--- src/rtl/spi_xfer_scheduler.sv ---
// Round-robin scheduler that shares one 3-slave SPI master between three requesters.
// Each grant runs one 8-bit full-duplex transfer and returns the received byte.
module spi_xfer_scheduler #(
  parameter int unsigned GAP_CYCLES = 2,
  parameter int unsigned BITS       = 8
) (
  input  logic        clk,
  input  logic        reset,
  input  logic [2:0]  req,
  input  logic [23:0] wdata,
  input  logic [5:0]  mode,
  output logic [2:0]  gnt,
  output logic [2:0]  done,
  output logic [7:0]  rdata,
  output logic        busy,
  output logic [7:0]  spi_din,
  output logic        spi_en,
  output logic [1:0]  spi_slaveno,
  output logic        spi_cpol,
  output logic        spi_cpha,
  output logic        spi_rst,
  input  logic [7:0]  spi_dout
);

  localparam int unsigned CNT_W = (BITS > 1) ? $clog2(BITS) : 1;
  localparam int unsigned GAP_W = 4;

  typedef enum logic [2:0] {
    IDLE    = 3'd0,
    LOAD    = 3'd1,
    SHIFT   = 3'd2,
    CAPTURE = 3'd3,
    GAP     = 3'd4
  } state_t;

  state_t             state;
  logic [1:0]         rr;
  logic [1:0]         win;
  logic [CNT_W-1:0]   bit_cnt;
  logic [GAP_W-1:0]   gap_cnt;
  logic [1:0]         pick;
  logic [7:0]         pick_byte;
  logic [1:0]         pick_mode;

  // First requester at or after the round-robin pointer, wrapping 2 -> 0.
  always_comb begin
    logic [1:0] cand;
    pick = rr;
    cand = 2'd0;
    for (int k = 2; k >= 0; k--) begin
      cand = 2'((int'(rr) + k) % 3);
      if (req[cand]) pick = cand;
    end
  end

  assign pick_byte = wdata[{pick, 3'b000} +: 8];
  assign pick_mode = mode[{pick, 1'b0} +: 2];

  always_ff @(posedge clk) begin
    if (reset) begin
      state       <= IDLE;
      rr          <= 2'd0;
      win         <= 2'd0;
      bit_cnt     <= '0;
      gap_cnt     <= '0;
      gnt         <= 3'b000;
      done        <= 3'b000;
      rdata       <= 8'h00;
      busy        <= 1'b0;
      spi_en      <= 1'b0;
      spi_din     <= 8'hFF;
      spi_slaveno <= 2'b11;
      spi_cpol    <= 1'b0;
      spi_cpha    <= 1'b0;
      spi_rst     <= 1'b1;
    end else begin
      done    <= 3'b000;
      spi_rst <= 1'b0;
      case (state)
        IDLE: begin
          spi_en  <= 1'b0;
          spi_din <= 8'hFF;
          if (|req) begin
            state       <= LOAD;
            win         <= pick;
            gnt         <= 3'b001 << pick;
            busy        <= 1'b1;
            spi_slaveno <= pick;
            spi_cpol    <= pick_mode[1];
            spi_cpha    <= pick_mode[0];
            // Master ignores a zero load, so a zero byte is forced via its reset.
            spi_din     <= pick_byte;
            spi_rst     <= (pick_byte == 8'h00);
          end
        end
        LOAD: begin
          state   <= SHIFT;
          spi_en  <= 1'b1;
          bit_cnt <= '0;
        end
        SHIFT: begin
          if (bit_cnt == CNT_W'(BITS - 1)) begin
            state   <= CAPTURE;
            spi_en  <= 1'b0;
            spi_din <= 8'h00;
          end else begin
            bit_cnt <= bit_cnt + CNT_W'(1);
          end
        end
        CAPTURE: begin
          state   <= GAP;
          rdata   <= spi_dout;
          done    <= 3'b001 << win;
          spi_din <= 8'hFF;
          gap_cnt <= '0;
        end
        GAP: begin
          if (gap_cnt == GAP_W'(GAP_CYCLES - 1)) begin
            state <= IDLE;
            gnt   <= 3'b000;
            busy  <= 1'b0;
            rr    <= (win == 2'd2) ? 2'd0 : win + 2'd1;
          end else begin
            gap_cnt <= gap_cnt + GAP_W'(1);
          end
        end
        default: begin
          state <= IDLE;
          gnt   <= 3'b000;
          busy  <= 1'b0;
        end
      endcase
    end
  end

endmodule

--- config.mk ---
export PLATFORM = sky130hd
export DESIGN_NAME = spi_xfer_scheduler
export DESIGN_NICKNAME = d
export VERILOG_FILES = /design/src/rtl/spi_xfer_scheduler.sv
export SDC_FILE = /design/constraint.sdc
export NUM_CORES = 1
export LEC_CHECK = 0
export ABC_AREA = 1
export CAP_MARGIN = 20
export CORE_ASPECT_RATIO = 1.75
export CORE_MARGIN = 4
export CORE_UTILIZATION = 35
export CTS_CLUSTER_DIAMETER = 80
export CTS_CLUSTER_SIZE = 30
export DETAILED_ROUTE_END_ITERATION = 10
export SYNTH_ARGS = -nofsm -noshare
export SYNTH_HDL_FRONTEND = slang
export SYNTH_SLANG_ARGS = --single-unit
--- constraint.sdc ---
create_clock -name clk -period 5.7 [get_ports clk]
set_input_delay 0.57 -clock clk [delete_from_list [all_inputs] [get_ports clk]]
set_output_delay 0.57 -clock clk [all_outputs]
set_load 0.005 [all_outputs]
After elaboration in Yosys (flattened, before gate mapping) --
Index checks and enable logic that the tools add are counted.
Operators by class: magnitude comparators 3, reductions and logical operators 17, div/mod/pow operators 3, add/subtract/negate cells 5, equality and inequality tests 12, shift operators 4, bitwise operators 2, multiplexer cells 30
Operators with widths (count):
- modulo 32 x 3 -> 32 bit, second input constant | 2
- modulo 3 x 3 -> 32 bit, second input constant | 1
- one-hot mux 8 bit (3 select lines) | 1
- variable part select 24 x 6 -> 8 bit | 1
- two-way mux 8 bit | 2
- two-way mux 3 bit | 5
- one-hot mux 3 bit (5 select lines) | 1
- AND reduction 2 bit | 6
- != test 2 bit, second input constant | 5
- less-than comparator 2 x 3 -> 1 bit, second input constant | 3
- one-hot mux 3 bit (3 select lines) | 1
- zero test 8 bit | 1
- two-way mux 1 bit | 8
- two-way mux 2 bit | 4
- one-hot mux 4 bit (2 select lines) | 1
- binary-select mux 1 bit (select 2 bit) | 3
- equality test 3 x 2 -> 1 bit, second input constant | 2
- equality test 3 bit, second input constant | 2
- one-hot mux 1 bit (3 select lines) | 2
- one-hot mux 3 bit (2 select lines) | 1
- AND reduction 3 bit | 2
- nonzero test 3 bit | 2
- OR reduction 3 bit | 2
- variable part select 6 x 4 -> 2 bit | 1
- 14 further kinds | 17
Storage, ports and cells: bits of input ports 43, output and inout bits 29, word-level logic and storage cells 91, flip-flop bits (word level) 43

Longest topological paths before layout --
depth after elaboration 11, depth in mapped cells 18, depth with buffers taken out 18

Worst setup path before layout --
Ideal clock, no wire load.
path kind reg2reg, start reg rr[0], end reg spi_din[7], stages on the path, launching flop included 17, arrival 1934 ps, clock period less this slack 2052 ps, slack 3648 ps, library setup time 119 ps, cell sequence dfxtp_1 inv_1 ha_1 inv_2 nand2_1 nand2_1 o21ai_2 inv_1 nand2_1 nand2_2 nand2_4 nand2_4 buf_6 o211ai_2 nand2_1 o21ai_0 nand2_1
Between the ends: longest elaborated chain between the ends 10
Ends and longest elaborated chain:
- from (decl) | line 37 | logic [1:0] rr;
- from (signal assigned) | line 122 | rr <= (win == 2'd2) ? 2'd0 : win + 2'd1;
- adder 2 x 2 -> 3 bit | line 51 | cand = 2'((int'(rr) + k) % 3);
- modulo 32 x 3 -> 32 bit | line 51
- binary-select mux 1 bit (select 2 bit) | line 52 | if (req[cand]) pick = cand;
- two-way mux 1 bit (implied by the code) | line 52
- two-way mux 2 bit (2 in series) | line 52
- two-way mux 2 bit (*) | line 52
- variable part select 24 x 6 -> 8 bit (*) | line 56 | assign pick_byte = wdata[{pick, 3'b000} +: 8];
- two-way mux 8 bit (*) | line 83 | if (|req) begin
- one-hot mux 8 bit (3 select lines) (*) | line 79 | case (state)
- to (signal assigned) | line 92 | spi_din <= pick_byte;
- to (decl) | line 16 | output logic [7:0] spi_din,
Every way passes the cells marked *; elsewhere a longest branch is shown, timed or not. The select of a mux whose other input is x is not followed. A chain may end at the register's enable or synchronous reset.

Worst setup path in the final report --
Ends and elaborated chain as after synthesis.

==> reports/results.tsv <==
metric	value	unit
status	finished clean	
Setup Skew	4.00	ps
Yosys reg bits	43	
Post-synth EDFFs	0	
CTS resizes	0	
switching power total	0.283	mW
R2R depth	15	
final WL	5980	um
FILL cells	643	
VDD IR max	0.215	mV
combinational share of power	31.4	%
Synth top area share	39.0	%
crit path DAT	2480	ps
final worst slack	3400	ps
Fmax achieved	0.435	GHz
CTS sink cnt	43	
busiest grt layer	met2	
xor and xnor area share after synthesis	0	%
commonest cells in the netlist	nand2_1, dfxtp_1, inv_1	
P_leak	1.39	nW
routed length per instance	12.5	um
Reg2Reg Setup Slack	3400	ps
CTS H-tree lvls	2	
diode count	0	
Power Total	0.914	mW
Final nets	448	
post-synthesis simple-gate area fraction	32.3	%
area leader, netlist	dfxtp_1	
Setup crit start	rr[0]	
CTS Buf Count	5	
share of cells above drive strength 1	6.27	%
Main synth FF type	dfxtp_1	
met2 Use GR	29.6	%
I/O Pins	72	
Die ar.	7680	um2
Post-Synthesis Cells	325	
vias in the first global route	2213	
main area contributors after synthesis	dfxtp_1, nand2_1, nand3_1	
fin crit period	2300	ps
Flop pwr share	41.6	%
reg-to-reg endpoint	spi_din[7]	
Place WS	3090	ps
post-route ant nets	0	
count leader, synth	nand2_1	
max-cap violations	0	
largest family of logic cells by synthesized area	simple AND/OR/NAND/NOR gates	
first-pass GRT wire length	9700	um
Max clock buf depth	2	
CORE AREA	6180	um2
CP startpoint kind	flip-flop	
IO buf count	71	
Setup TNS	0	ps
clk_lat worst skew	300	ps
Initial Utilization	35.7	%
clock-pin transition on the worst setup and hold timing paths	80	ps
Worst EP required	5890	ps
FF-to-FF Start	rr[0]	
pwr dens	294	nW/um2
compound-cell area share of the yosys netlist	16.3	%
Syn Area/Cell	6.78	um2
M1 GR Usage	18.0	%
Seq/Total Area, Yosys	39.0	%
drt initial violations	74	
Area Overhead vs Synth	40.9	%
WHS	449	ps
Max FO, Critical Path	14	
Die Ht	113	um
CP endpoint	spi_din[7]	
mapped cell area	2200	um2
FP Rows	38	
CTS tree	built	
part of the power in the clock network	26.9	%
Synth Area in Adders	3.97	%
HP Class	reg2reg	
Worst-Margin Slew	859	ps
GPL Wtd Cong	0.818	
hpwl dp	4700	um
post-CTS setup buffer count	0	
post-synth cell types	28	
period utilisation layout	40.3	%
vias per cell	4.64	
Syn. warnings	0	
normalized max-slew margin	42.5	%
Int Power	0.631	mW
GR Overflow Total	0	
Setup-failing EPs final	0	
Sw Share	30.9	%
Final Max Slew Viols	0	
Net Count, Synth	375	
GRT Util Overall	16.3	%
M3 GR Usage	3.08	%
vias	2222	
clk root buf	clkbuf_8	
largest net degree at the start of global routing	25	
Post-synth ARST share	0	%
initial antenna violation count	0	
TritonRoute pass-1 iters	4	
CP endpoint kind	flip-flop	
Crit Path Category	reg2reg	
Hold Buf Count CTS	0	
Fin. Hold Viols	0	
mux share of post-synthesis cell area	0	%
RSZ-0062 raised after global routing	no	
DR DRC count	0	
Die W	68.0	um
[final cells by class]
| class | count | area, um2 | share of cell area (%) |
|---|---|---|---|
| Timing Repair Buffer | 71 | 711 | 22.9 |
| Multi-Input combinational cell | 235 | 1160 | 37.3 |
| Tap cell | 80 | 100 | 3.22 |
| Inverter | 42 | 158 | 5.07 |
| Sequential cell | 43 | 861 | 27.7 |
| Clock buffer | 6 | 82.6 | 2.66 |
| Clock inverter | 2 | 35.0 | 1.13 |
[how the worst min path moves through the flow]
| stage | from | end | cells past startpoint |
|---|---|---|---|
| final | rdata[1] | rdata[1] | 2 |
| after global routing | rdata[7] | rdata[7] | 2 |
| after CTS | rdata[0] | rdata[0] | 2 |
| after detailed placement | rdata[1] | rdata[1] | 2 |
| after global placement | rdata[1] | rdata[1] | 2 |
| after floorplan | win[1] | done[0] | 1 |
[layer usage]
metal	vias up	routed length (um)
met1	988	2380
met4	0	96
met5	-	0
li1	1196	-
met2	33	3290
met3	5	218
[power by group through the flow]
stage | combinational, mW | sequential, mW | clock, mW
floorplan | 0.151 | 0.384 | 0
global placement | 0.287 | 0.389 | 0
detailed placement | 0.289 | 0.388 | 0
CTS | 0.292 | 0.382 | 0.256
global route | 0.328 | 0.387 | 0.263
finish | 0.287 | 0.381 | 0.246
[critical path, stage by stage, from the launching register on]
cell      delay, ps
dfxtp_1         380
inv_1            90
ha_1            350
inv_2            80
nand2_1          60
nand2_1          70
o21ai_2         190
inv_1            60
nand2_1         110
nand2_2          80
nand2_4         100
nand2_4         110
o211ai_2        150
nand2_1          90
o21ai_0         190
nand2_1          70
[registers in the layout, summed over array words and instances (netlist names)]
| signal | flops |
|---|---|
| bit_cnt | 3 |
| busy | 1 |
| done | 3 |
| gap_cnt | 4 |
| gnt | 3 |
| rdata | 8 |
| rr | 2 |
| spi_cpha | 1 |
| spi_cpol | 1 |
| spi_din | 8 |
| spi_en | 1 |
| spi_rst | 1 |
| spi_slaveno | 2 |
| state | 3 |
| win | 2 |
[stage by stage]
step	instance area, um2	util [%]	std cells
after detailed placement	2990	48.4	471
after floorplan	2200	-	325
final	3110	50.3	479
after CTS	3110	50.3	479
after global routing	3110	50.3	479
after global placement	2990	48.4	471
[kinds of logic after synthesis]
kind of cell,count (synthesis)
and+or+nand+nor,164
AOI/OAI and AO/OA,64
buffers and inverters,47
DFF,43
adders and majority gates,7
[layout by cell type, fill, tap and decap left out, types with 2 or more instances in the layout]
cell / netlist / layout
o21ai_2: 2 / 2
nor3_1: 4 / 4
dfxtp_1: 43 / 43
ha_1: 7 / 7
a21oi_1: 27 / 27
nor2_1: 33 / 33
o21ai_1: 4 / 4
a211oi_1: 2 / 2
nand3b_1: 3 / 3
o21ai_0: 24 / 24
clkdlybuf4s50_1: 0 / 71
clkbuf_8: 0 / 6
inv_2: 4 / 4
or2_2: 2 / 2
nand2_1: 85 / 85
inv_1: 38 / 38
nand3_1: 29 / 29
nand2_4: 3 / 3
Note: power is estimated with default switching activity, not from simulation.
==> variant 1 (config.mk and constraints unchanged) <==
Change the parameter `BITS` from 8 to 4.
--- a/src/rtl/spi_xfer_scheduler.sv
+++ b/src/rtl/spi_xfer_scheduler.sv
@@ -2,7 +2,7 @@
 // Each grant runs one 8-bit full-duplex transfer and returns the received byte.
 module spi_xfer_scheduler #(
   parameter int unsigned GAP_CYCLES = 2,
-  parameter int unsigned BITS       = 8
+  parameter int unsigned BITS       = 4
 ) (
   input  logic        clk,
   input  logic        reset,
Behaviour: no difference found for any inputs over 4 cycles, from zero or initial values and one cycle with reset high; that may be too few to reach the edited logic, so the function may still have changed.
==> variant 1 against the unedited design <==
Cell area fell by 0.60%; wire length rose by 0.52%; count of clock-buffer cells in the layout rose by 1; area after synthesis fell by 0.68%; via count rose by 0.18%; fmax rose by 1.7%; worst setup slack improved by 0.039 ns; hold slack improved by 0.013 ns; total power fell by 6.4%; sequential cell count fell by 1; clock power fell by 21%; non-clock buffer count rose by 2; first-iteration DRC count rose by 16%; largest cell class unchanged; largest power group unchanged.
==> variant 1: results (changes against the unedited design) <==
Crit-path slowest cell=clkdlybuf4s50_1 (was dfxtp_1); reg2reg end=spi_din[6] (was spi_din[7]); detail-routed via count per cell=4.716 (was 4.639); post-synthesis sequential area ratio=0.3840 (was 0.3905); Reg2Reg Depth=18 (was 15); max incr delay on CP=0.51 ns (was 0.38 ns); per-cell routed wire length=12.74 um (was 12.49 um); worst path arrival time=2.44 ns (was 2.48 ns); Worst Setup SP=req[1] (was rr[0]); DP Area=2997 sq um (was 2989 sq um); Synthesized Nets=366 (was 375); Placer Congestion=0.7929 (was 0.8176); # fillers=594 (was 643); top post-synthesis cells by area=dfxtp_1, nand2_1, a21oi_1 (was dfxtp_1, nand2_1, nand3_1); skew final=0.006390 ns (was 0.003997 ns); VDD IR-drop max=0.1988 mV (was 0.2146 mV); layout cell share with drive strength beyond 1=0.09391 (was 0.06266); count of cell types in the netlist=32 (was 28); top post-synthesis cells by count=nand2_1, dfxtp_1, inv_1, a21oi_1, nor2_1 (was nand2_1, dfxtp_1, inv_1, nor2_1, nand3_1); pin count of the biggest net entering global routing=31 (was 25); status=finished clean (unchanged); placed wire-length estimate=4773 um (was 4697 um); global-route wire length before repair=9798 um (was 9701 um); GRT Util Overall=0.1639 (was 0.1629); crit-path max FO=9 (was 14)
==> variant 1: final cells by class <==
| type | count | area (sq um) | share of cell area |
|---|---|---|---|
| well taps | 78 | 97.59 | 0.03160 |
| multi-input cells | 231 | 1180 | 0.3821 |
| flip-flops and latches | 42 | 840.8 | 0.2723 |
| inverters | 40 | 152.6 | 0.04943 |
| clock buffers | 7 | 86.33 | 0.02796 |
| repair buffers | 73 | 725.7 | 0.2350 |
| clock inverters | 1 | 5.005 | 0.001621 |
==> variant 1: cell families after synthesis <==
group | share of synthesized area
AND/OR/NAND/NOR | 0.3532
AO/OA/AOI/OAI | 0.1474
buffers and inverters | 0.07714
flip-flops | 0.3840
adder cells (fa/ha/maj) | 0.03428
XOR/XNOR | 0.004001
==> variant 1: worst max-delay path by stage <==
stage | end | slack [ns] | cells after the start
finish | spi_rst | 3.44 | 14
global route | spi_din[6] | 3.26 | 19
CTS | spi_rst | 3.45 | 14
detailed placement | spi_rst | 3.13 | 14
global placement | spi_rst | 3.14 | 14
floorplan | spi_din[6] | 3.75 | 18
==> variant 1: layer usage <==
layer	wire, um	global-route usage	up-vias
li1	-	-	1181
met1	2470	0.1833	970
met2	2982	0.2915	68
met3	474	0.04605	7
met4	87	0.04781	0
met5	0	0	-
==> variant 1: stage by stage <==
stage          hold slack (ns)  utilization
2_1_floorplan           0.4355            -
3_3_place_gp            0.4528       0.5018
3_5_place_dp            0.4546       0.5018
4_1_cts                 0.4638       0.5171
5_1_grt                 0.4860       0.5171
6_report                0.4615       0.5171
==> variant 1: power breakdown <==
part           switching, W  internal, W
Combinational      0.000149     0.000143
Clock             0.0000975    0.0000977
Sequential        0.0000276     0.000340
Total              0.000274     0.000581
==> variant 2 (same flow settings) <==
Made on the original files. Add an input register stage for `mode`, cleared by the reset; this delays it by one clock. The other inputs are not delayed to match.
--- a/src/rtl/spi_xfer_scheduler.sv
+++ b/src/rtl/spi_xfer_scheduler.sv
@@ -33,6 +33,16 @@
     GAP     = 3'd4
   } state_t;
 
+  logic [5:0] mode_q;
+
+  always_ff @(posedge clk) begin
+    if (reset) begin
+      mode_q <= '0;
+    end else begin
+      mode_q <= mode;
+    end
+  end
+
   state_t             state;
   logic [1:0]         rr;
   logic [1:0]         win;
@@ -54,7 +64,7 @@
   end
 
   assign pick_byte = wdata[{pick, 3'b000} +: 8];
-  assign pick_mode = mode[{pick, 1'b0} +: 2];
+  assign pick_mode = mode_q[{pick, 1'b0} +: 2];
 
   always_ff @(posedge clk) begin
     if (reset) begin
Behaviour: not the same (a bounded check fails within 4 cycles, from zero or initial values and one cycle with reset high).
==> variant 2 against the unedited design <==
Wire length increased by 16%; sequential share of layout area increased by 0.73 points; final cell count increased by 9.8%; cell area increased by 11%; total power increased by 18%; die area increased by 11%; area after synthesis increased by 13%; hold slack improved by 0.0098 ns; worst setup slack got worse by 0.28 ns; sequential cell count increased by 6; critical path type unchanged; critical endpoint unchanged; highest routed layer unchanged.
==> variant 2: results (changes against the unedited design) <==
area grow syn2layout=38.89% (was 40.92%); clock network share of area=0.05114 (was 0.03786); Inverters=54 (was 42); DP Area=3273 sq um (was 2989 sq um); crit-path max FO=12 (was 14); Hold Crit Endpoint=rdata[4] (was rdata[1]); final WL=6912 um (was 5983 um); Static Leakage=1.548 nW (was 1.387 nW); CTS root buf=clkbuf_16 (was clkbuf_8); Multi-input gate area=1251 sq um (was 1160 sq um); worst path arrival time=2.76 ns (was 2.48 ns); VDD IR-drop max=0.1954 mV (was 0.2146 mV); worst slack at placement=2.925 ns (was 3.093 ns); pin count of the biggest net entering global routing=39 (was 25); top post-synthesis cells by area=dfxtp_1, nand2_1, a21oi_1 (was dfxtp_1, nand2_1, nand3_1); Worst-path clk slew=0.06 ns (was 0.08 ns); top post-synthesis cells by count=nand2_1, dfxtp_1, inv_1, a21oi_1, nor2_1 (was nand2_1, dfxtp_1, inv_1, nor2_1, nand3_1); sequential cells=49 (was 43); Non-clock buffers=74 (was 71); Worst Tran Pin Value=0.5142 ns (was 0.8591 ns); Final Cycle Share=0.4526 (was 0.4033); sequential share of cell area=0.2844 (was 0.2771); skew final=0.002252 ns (was 0.003997 ns); layout cell share with drive strength beyond 1=0.06561 (was 0.06266); GRT Util Overall=0.1627 (was 0.1629); combinational power=0.000309 W (was 0.000287 W); post-synthesis sequential area ratio=0.3950 (was 0.3905); Placer Congestion=0.9596 (was 0.8176); Synthesized Nets=419 (was 375); sequential cell power=0.000427 W (was 0.000381 W); count of cell types in the netlist=32 (was 28); Die Area=8561 sq um (was 7683 sq um); status=finished clean (unchanged); fraction of cell area in non-clock buffers=0.2125 (was 0.2288); # fillers=730 (was 643); Reg2Reg Depth=19 (was 15)
-- variant 2: cell types whose count changed in the layout (fill, tap and decap cells not counted), sizes merged, moves of 2 or more --
| cell | change |
|---|---|
| a21oi | +9 |
| buf | +3 |
| dfxtp | +6 |
| inv | +11 |
| nand2 | +19 |
| nor3 | +3 |
| o21ai | -7 |
| or2 | -2 |
-- variant 2: layer usage --
layer	global-route usage	share of wire
met5	0	0
met4	0.07882	0.031
met3	0.01943	0.034
met2	0.3093	0.56
met1	0.1685	0.38
-- variant 2: logic make-up after synthesis --
kind of cell,share of synthesized area
AND/OR/NAND/NOR,0.3199
AO/OA/AOI/OAI,0.1451
buffers and inverters,0.1013
flip-flops,0.3950
adder cells (fa/ha/maj),0.03526
XOR/XNOR,0.003527
-- variant 2: metrics by stage --
step,std cells,hold slack [ns],total power (W)
after floorplan,369,0.4402,0.0005975
after global placement,518,0.4498,0.0007411
after detailed placement,518,0.4513,0.0007446
after CTS,526,0.4618,0.001092
after global routing,526,0.4720,0.001146
final,526,0.4583,0.001080
